==> src/rtl/sp_result_stage.sv <==
// sp_result_stage: classifies raw FP32 multiplier results into a stage-1 register and a 3-entry output FIFO.
// Optional exception counter enabled by defining SP_EXC_COUNT_EN.
`default_nettype none

module sp_result_stage #(
  parameter int DEPTH = 3
) (
  input  logic        clk,
  input  logic        rst,
  input  logic        in_valid,
  output logic        in_ready,
  input  logic [31:0] in_num1,
  input  logic [31:0] in_num2,
  input  logic [31:0] in_prod,
  output logic        out_valid,
  input  logic        out_ready,
  output logic [31:0] out_result,
`ifdef SP_EXC_COUNT_EN
  output logic [15:0] exc_count,
`endif
  output logic [3:0]  out_flags
);

  localparam logic [31:0] QNAN = 32'h7FC00000;
  localparam logic [1:0]  LAST = 2'(DEPTH - 1);
  localparam logic [1:0]  FULL = 2'(DEPTH);

  logic [7:0]  e1, e2;
  logic [9:0]  exp_sum;
  logic        sgn, nan1, nan2, inf1, inf2, zero1, zero2;
  logic [31:0] cls_result;
  logic [3:0]  cls_flags;

  logic        s1_valid;
  logic [31:0] s1_result;
  logic [3:0]  s1_flags;

  logic [31:0] mem_result [DEPTH];
  logic [3:0]  mem_flags  [DEPTH];
  logic [1:0]  wr_ptr, rd_ptr, fifo_count, next_count;
  logic        accept, push, pop, full, next_s1, next_in_ready;

  assign e1      = in_num1[30:23];
  assign e2      = in_num2[30:23];
  assign exp_sum = {2'b00, e1} + {2'b00, e2};
  assign sgn     = in_num1[31] ^ in_num2[31];
  assign nan1    = (e1 == 8'hFF) && (in_num1[22:0] != 23'd0);
  assign nan2    = (e2 == 8'hFF) && (in_num2[22:0] != 23'd0);
  assign inf1    = (e1 == 8'hFF) && (in_num1[22:0] == 23'd0);
  assign inf2    = (e2 == 8'hFF) && (in_num2[22:0] == 23'd0);
  assign zero1   = (e1 == 8'h00);
  assign zero2   = (e2 == 8'h00);

  // Priority chain: first matching rule decides the result.
  always_comb begin
    cls_result = in_prod;
    cls_flags  = 4'b0000;
    if (nan1 || nan2) begin
      cls_result = QNAN;
      cls_flags  = 4'b1000;
    end else if ((inf1 && zero2) || (inf2 && zero1)) begin
      cls_result = QNAN;
      cls_flags  = 4'b1000;
    end else if (inf1 || inf2) begin
      cls_result = {sgn, 8'hFF, 23'd0};
      cls_flags  = 4'b0100;
    end else if (zero1 || zero2) begin
      cls_result = {sgn, 31'd0};
      cls_flags  = 4'b0001;
    end else if (exp_sum >= 10'd382) begin
      cls_result = {sgn, 8'hFF, 23'd0};
      cls_flags  = 4'b0100;
    end else if (exp_sum <= 10'd127) begin
      cls_result = {sgn, 31'd0};
      cls_flags  = 4'b0011;
    end
  end

  function automatic logic [1:0] bump(input logic [1:0] p);
    return (p == LAST) ? 2'd0 : p + 2'd1;
  endfunction

  assign full      = (fifo_count == FULL);
  assign out_valid = (fifo_count != 2'd0);
  assign accept    = in_valid && in_ready;
  assign pop       = out_valid && out_ready;
  assign push      = s1_valid && (!full || pop);
  assign next_s1   = accept || (s1_valid && !push);

  always_comb begin
    next_count = fifo_count;
    if (push && !pop)
      next_count = fifo_count + 2'd1;
    else if (!push && pop)
      next_count = fifo_count - 2'd1;
  end

  // in_ready is registered from the post-edge occupancy, so out_ready never reaches it combinationally.
  assign next_in_ready = ({1'b0, next_count} + {2'b00, next_s1}) < 3'd3;

  always_ff @(posedge clk) begin
    if (rst) begin
      s1_valid   <= 1'b0;
      s1_result  <= '0;
      s1_flags   <= '0;
      wr_ptr     <= '0;
      rd_ptr     <= '0;
      fifo_count <= '0;
      in_ready   <= 1'b0;
      for (int i = 0; i < DEPTH; i++) begin
        mem_result[i] <= '0;
        mem_flags[i]  <= '0;
      end
    end else begin
      if (accept) begin
        s1_valid  <= 1'b1;
        s1_result <= cls_result;
        s1_flags  <= cls_flags;
      end else if (push) begin
        s1_valid  <= 1'b0;
      end
      if (push) begin
        mem_result[wr_ptr] <= s1_result;
        mem_flags[wr_ptr]  <= s1_flags;
        wr_ptr             <= bump(wr_ptr);
      end
      if (pop)
        rd_ptr <= bump(rd_ptr);
      fifo_count <= next_count;
      in_ready   <= next_in_ready;
    end
  end

  assign out_result = mem_result[rd_ptr];
  assign out_flags  = mem_flags[rd_ptr];

`ifdef SP_EXC_COUNT_EN
  always_ff @(posedge clk) begin
    if (rst)
      exc_count <= '0;
    else if (pop && (out_flags[3:1] != 3'd0) && (exc_count != 16'hFFFF))
      exc_count <= exc_count + 16'd1;
  end
`endif

endmodule

`default_nettype wire

==> config.mk <==
export PLATFORM = sky130hd
export DESIGN_NAME = sp_result_stage
export DESIGN_NICKNAME = d
export VERILOG_FILES = /design/src/rtl/sp_result_stage.sv
export SDC_FILE = /design/constraint.sdc
export NUM_CORES = 1
export LEC_CHECK = 0
export ABC_AREA = 1
export BUFFER_PORTS_ARGS = -buffer_cell sky130_fd_sc_hd__buf_2
export CAP_MARGIN = 20
export CELL_PAD_IN_SITES_DETAIL_PLACEMENT = 0
export CELL_PAD_IN_SITES_GLOBAL_PLACEMENT = 1
export CORE_UTILIZATION = 30
export CTS_CLUSTER_DIAMETER = 60
export CTS_CLUSTER_SIZE = 25
export DETAILED_ROUTE_END_ITERATION = 8
export PLACE_DENSITY_LB_ADDON = 0.1
export SETUP_SLACK_MARGIN = 0.3
export SLEW_MARGIN = 15
export SYNTH_ARGS = -nofsm -noshare
export SYNTH_HDL_FRONTEND = slang
export SYNTH_SLANG_ARGS = --single-unit
==> constraint.sdc <==
create_clock -name clk -period 16.7 [get_ports clk]
set_input_delay 3.34 -clock clk [delete_from_list [all_inputs] [get_ports clk]]
set_output_delay 3.34 -clock clk [all_outputs]
set_load 0.005 [all_outputs]
# Yosys cells after proc, flatten, opt, wreduce, memory -nomap -nowiden
# Memories as Yosys holds them, arrays and structs flattened. A register that Yosys moved wholly into a read port is not among the register bits.
# Index checks and enable logic that the tools add are counted.
[word_totals]
word_cells = 88
ff_bits = 44
memories = 2
input_bits = 100
output_inout_bits = 38
ram_bits = 108
[classes]
magnitude_cmp = 3
n_reduce_logical = 31
n_eq_ne = 5
n_addsub = 6
n_mux = 33
bitwise = 1
[mem_list]
columns = ["memory", "depth", "word_bits", "read_ports", "rd_clocked_by_memory_dff", "write_ports", "line", "text"]
rows = [
  ["mem_result", 3, 32, 1, 1, 3, "38", "logic [31:0] mem_result [DEPTH];"],
  ["mem_flags", 3, 4, 1, 1, 3, "39", "logic [3:0] mem_flags [DEPTH];"],
]
[op_table]
columns = ["operator", "count"]
rows = [
  ["$mux 32", 7],
  ["$logic_not 23->1", 2],
  ["$reduce_bool 23->1", 2],
  ["$reduce_or 32->1", 1],
  ["$mux 2", 11],
  ["$eq 8x8->1 const B", 2],
  ["$logic_not 8->1", 2],
  ["$logic_and 1x1->1", 12],
  ["$mux 4", 3],
  ["$add 8x8->9", 1],
  ["$ge 9x9->1 const B", 1],
  ["$le 9x7->1 const B", 1],
  ["$mux 1", 9],
  ["$mux 3", 3],
  ["$add 2x1->2 const B", 3],
  ["$eq 2x2->1 const B", 3],
  ["$logic_or 1x1->1", 6],
  ["$reduce_bool 2->1", 2],
  ["$reduce_or 4->1", 1],
  ["$add 2x1->3", 1],
  ["$logic_not 1->1", 3],
  ["$lt 3x2->1 const B", 1],
  ["$sub 2x1->2 const B", 1],
  ["$xor 1x1->1", 1],
]

# Longest topological paths before layout
[logic_depth]
depth_word = 10
depth_mapped = 17
depth_no_buf = 17

# Worst setup path before layout
# OpenSTA, ideal clock, no wires.
[synth_timing]
path_kind = "input to register"
startpoint = "input port out_ready"
endpoint = "memory mem_flags[3][0] (enable)"
required_time_ns = 16.181
slack_ns = 8.971
setup_ns = 0.519
stages = 4
t_arrival_ns = 7.210
cell_sequence = "nand2_1 -> a21oi_1 -> inv_1 -> nor4_1"
[synth_rtl]
columns = ["item", "line", "text"]
rows = [
  ["start, declared", "16", "input logic out_ready,"],
  ["end, declared", "39", ""],
]

==> impl_metrics.csv <==
group,metric,value,unit
clock_tree,numCtsBuffers,17,
sta,slew_headroom,0.308,
sta,finalSetupViolations,0,
final_layout,seqCellArea,5250,µm²
sta,hold_viol_final,0,
placed_design,placed_area,9780,µm²
drt,drc,0,
pwr,ir_worst_vdd,0.0000730,V
floorplanning,die-area,29800,µm²
min_path,hold_start,"s1_result[26]",
sta,fin_crit,5.93,ns
sta,worstMarginPinSlew,1.03,ns
setup_path,path_max_fanout,37,
global_routing,grt_start_max_net_pins,74,
floorplanning,initial_core_util,0.304,
global_routing,gr-usage-all-layers,0.161,
setup_path,rr_startpoint,"fifo_count[0]",
setup_path,path_class,"input port to register",
clock_tree,ctsHtreeMaxLevel,4,
placed_design,globalplace.congestion,0.707,
setup_path,cp-start-kind,"input port",
final_layout,finalNetCount,1149,
sta,tns,0,ns
drt,dr_total_vias,6488,
drt,routedWlPerCell,16.4,µm
synthesis,netlist_instances,913,
final_layout,layout_common_cells,"236 x nor2_1, 144 x edfxtp_1, 137 x buf_2, 104 x nand2_1, 78 x inv_1",
min_path,min_path_type,"register to register",
global_routing,grt_pass1_vias,6557,
clock_tree,clkTransAtPathRegs,0.09,ns
synthesis,ys_seq_area_frac,0.600,
sta,timing.final.crit_share,0.355,
drt,wl,23.5,mm
outcome,status,"completed",
sta,drv_slew,0,
floorplanning,die_h,173,µm
final_layout,synthToLayoutAreaGrowth,18.7,%
drt,drtPass1Iterations,5,
floorplanning,coreArea,28700,µm²
clock_tree,ctsResizeCount,0,
final_layout,diodes,0,
clock_tree,clock-sinks,190,
final_layout,layout_commonest_cell,"nor2_1",
clock_tree,root_buffer,"clkbuf_16",
clock_tree,cts_setup_buffers,0,
global_routing,grt_pass1_wl,36.9,mm
placed_design,dpl.hpwl,14.4,mm
global_routing,antenna_found_initial,0,
final_layout,fillers,3005,
global_routing,overflow,0,
final_layout,drive_above_1_share,0.229,
final_layout,final_core_util,0.361,
synthesis,async_reset_ff_frac,0,
synthesis,ys_ff_latch,190,
clock_tree,cts_tree,"yes",
setup_path,rrSetupSlack,13.06,ns
sta,max_freq,169,MHz
clock_tree,cts_hold_buf,0,
pwr,p_per_area,125,nW/µm²
synthesis,synth.distinct_cells,36,
final_layout,stdcell_area,10400,µm²
drt,ant_nets,0,
synthesis,yosys_warnings,0,
drt,drtIter0Drc,359,
synthesis,syn_avg_cell_area,9.57,µm²
sta,rsz0062_at_grt,"no",
pwr,p_leak,3.98,nW
floorplanning,ioPinCount,138,
floorplanning,rows,62,
floorplanning,chipWidth,173,µm
clock_tree,ctsLongestPathBuffers,2,
synthesis,synthFlopType,"edfxtp_1",
synthesis,syn_nets,1026,
placed_design,port_buffers,137,
final_layout,multiInputGateArea,2970,µm²
setup_path,required,16.73,ns
synthesis,synth_area,8740,µm²
sta,skew,0.0159,ns
setup_path,cp.arrival,5.96,ns
setup_path,critPathCaptureType,"register",
clock_tree,clk_latency,0.43,ns
setup_path,critPathLaunch,"out_ready",
drt,viasPerCell,4.53,
run,drv_cap,0,
synthesis,synth_edf_count,144,
[metrics by stage]
step / hold slack, ns / setup slack (ns) / power (mW) / std cells
floorplan: 0.408 / 8.97 / 0.773 / 913
global placement: 0.412 / 10.29 / 0.923 / 1400
detailed placement: 0.415 / 10.25 / 0.925 / 1400
CTS: 0.435 / 10.69 / 1.32 / 1432
global route: 0.441 / 10.44 / 1.38 / 1433
finish: 0.434 / 10.77 / 1.30 / 1433
[critical path: stages]
cell and delay [ns]:
buf_2 0.07, nand2_1 0.14, a21oi_1 0.24, inv_1 0.12, nor2_2 0.14, nand3_2 0.75, nand2_2 1.14
[cell usage after synthesis, types with 7 or more instances]
cell type,n,area share
buf_2,7,0.0040
ha_1,12,0.017
a21oi_2,21,0.021
inv_1,78,0.034
o22ai_1,36,0.026
o21ai_0,76,0.044
nand3_1,28,0.016
nand2_1,107,0.046
nor2_1,236,0.10
nand3_2,21,0.024
clkbuf_1,32,0.014
nand4_1,9,0.0064
dfxtp_1,46,0.11
edfxtp_1,144,0.49
a21oi_1,29,0.017
[cells by family (layout without fill, tap and decap cells)]
family	after synthesis	in the layout	synth area share
compound gates	171	171	0.116
fa+ha+maj	13	13	0.0195
xor+xnor	2	2	0.00200
simple gates	409	409	0.202
flops	190	190	0.600
buf+inv	128	264	0.0610
[path summary, 6_finish.rpt]
| path | end | cells after the start |
|---|---|---|
| worst max register to register | mem_result[2][20] | 9 |
| worst min register to register | mem_result[3][26] | 0 |
| worst max-delay path | mem_result[2][20] | 7 |
| worst min-delay path | mem_result[3][26] | 0 |
[sequential cells by signal, summed over array words and instances (netlist names), named ones only]
register	flops
fifo_count	2
mem_flags	16
s1_flags	4
in_ready	1
mem_result	128
rd_ptr	2
s1_result	32
s1_valid	1
wr_ptr	2
[cell type report]
class | instances | share of cell area
timing repair buffer | 149 | 0.0767
clock buffer | 19 | 0.0427
tap | 384 | 0.0463
clock inverter | 13 | 0.0113
sequential | 190 | 0.506
inverter | 83 | 0.0300
multi-input combinational | 595 | 0.287
[layer usage]
layer / share of wire / track usage / vias up
li1: - / - / 3323
met1: 0.48 / 0.223 / 3008
met2: 0.47 / 0.266 / 147
met3: 0.043 / 0.0255 / 10
met4: 0.0059 / 0.0310 / 0
met5: 0 / 0 / -
[report_power, final]
part,switching (mW),leakage [nW],internal [mW]
combinational,0.233,1.87,0.120
clock,0.190,0.279,0.202
sequential,0.0133,1.83,0.537
total,0.436,3.98,0.859
(Power assumes the default switching activity.)
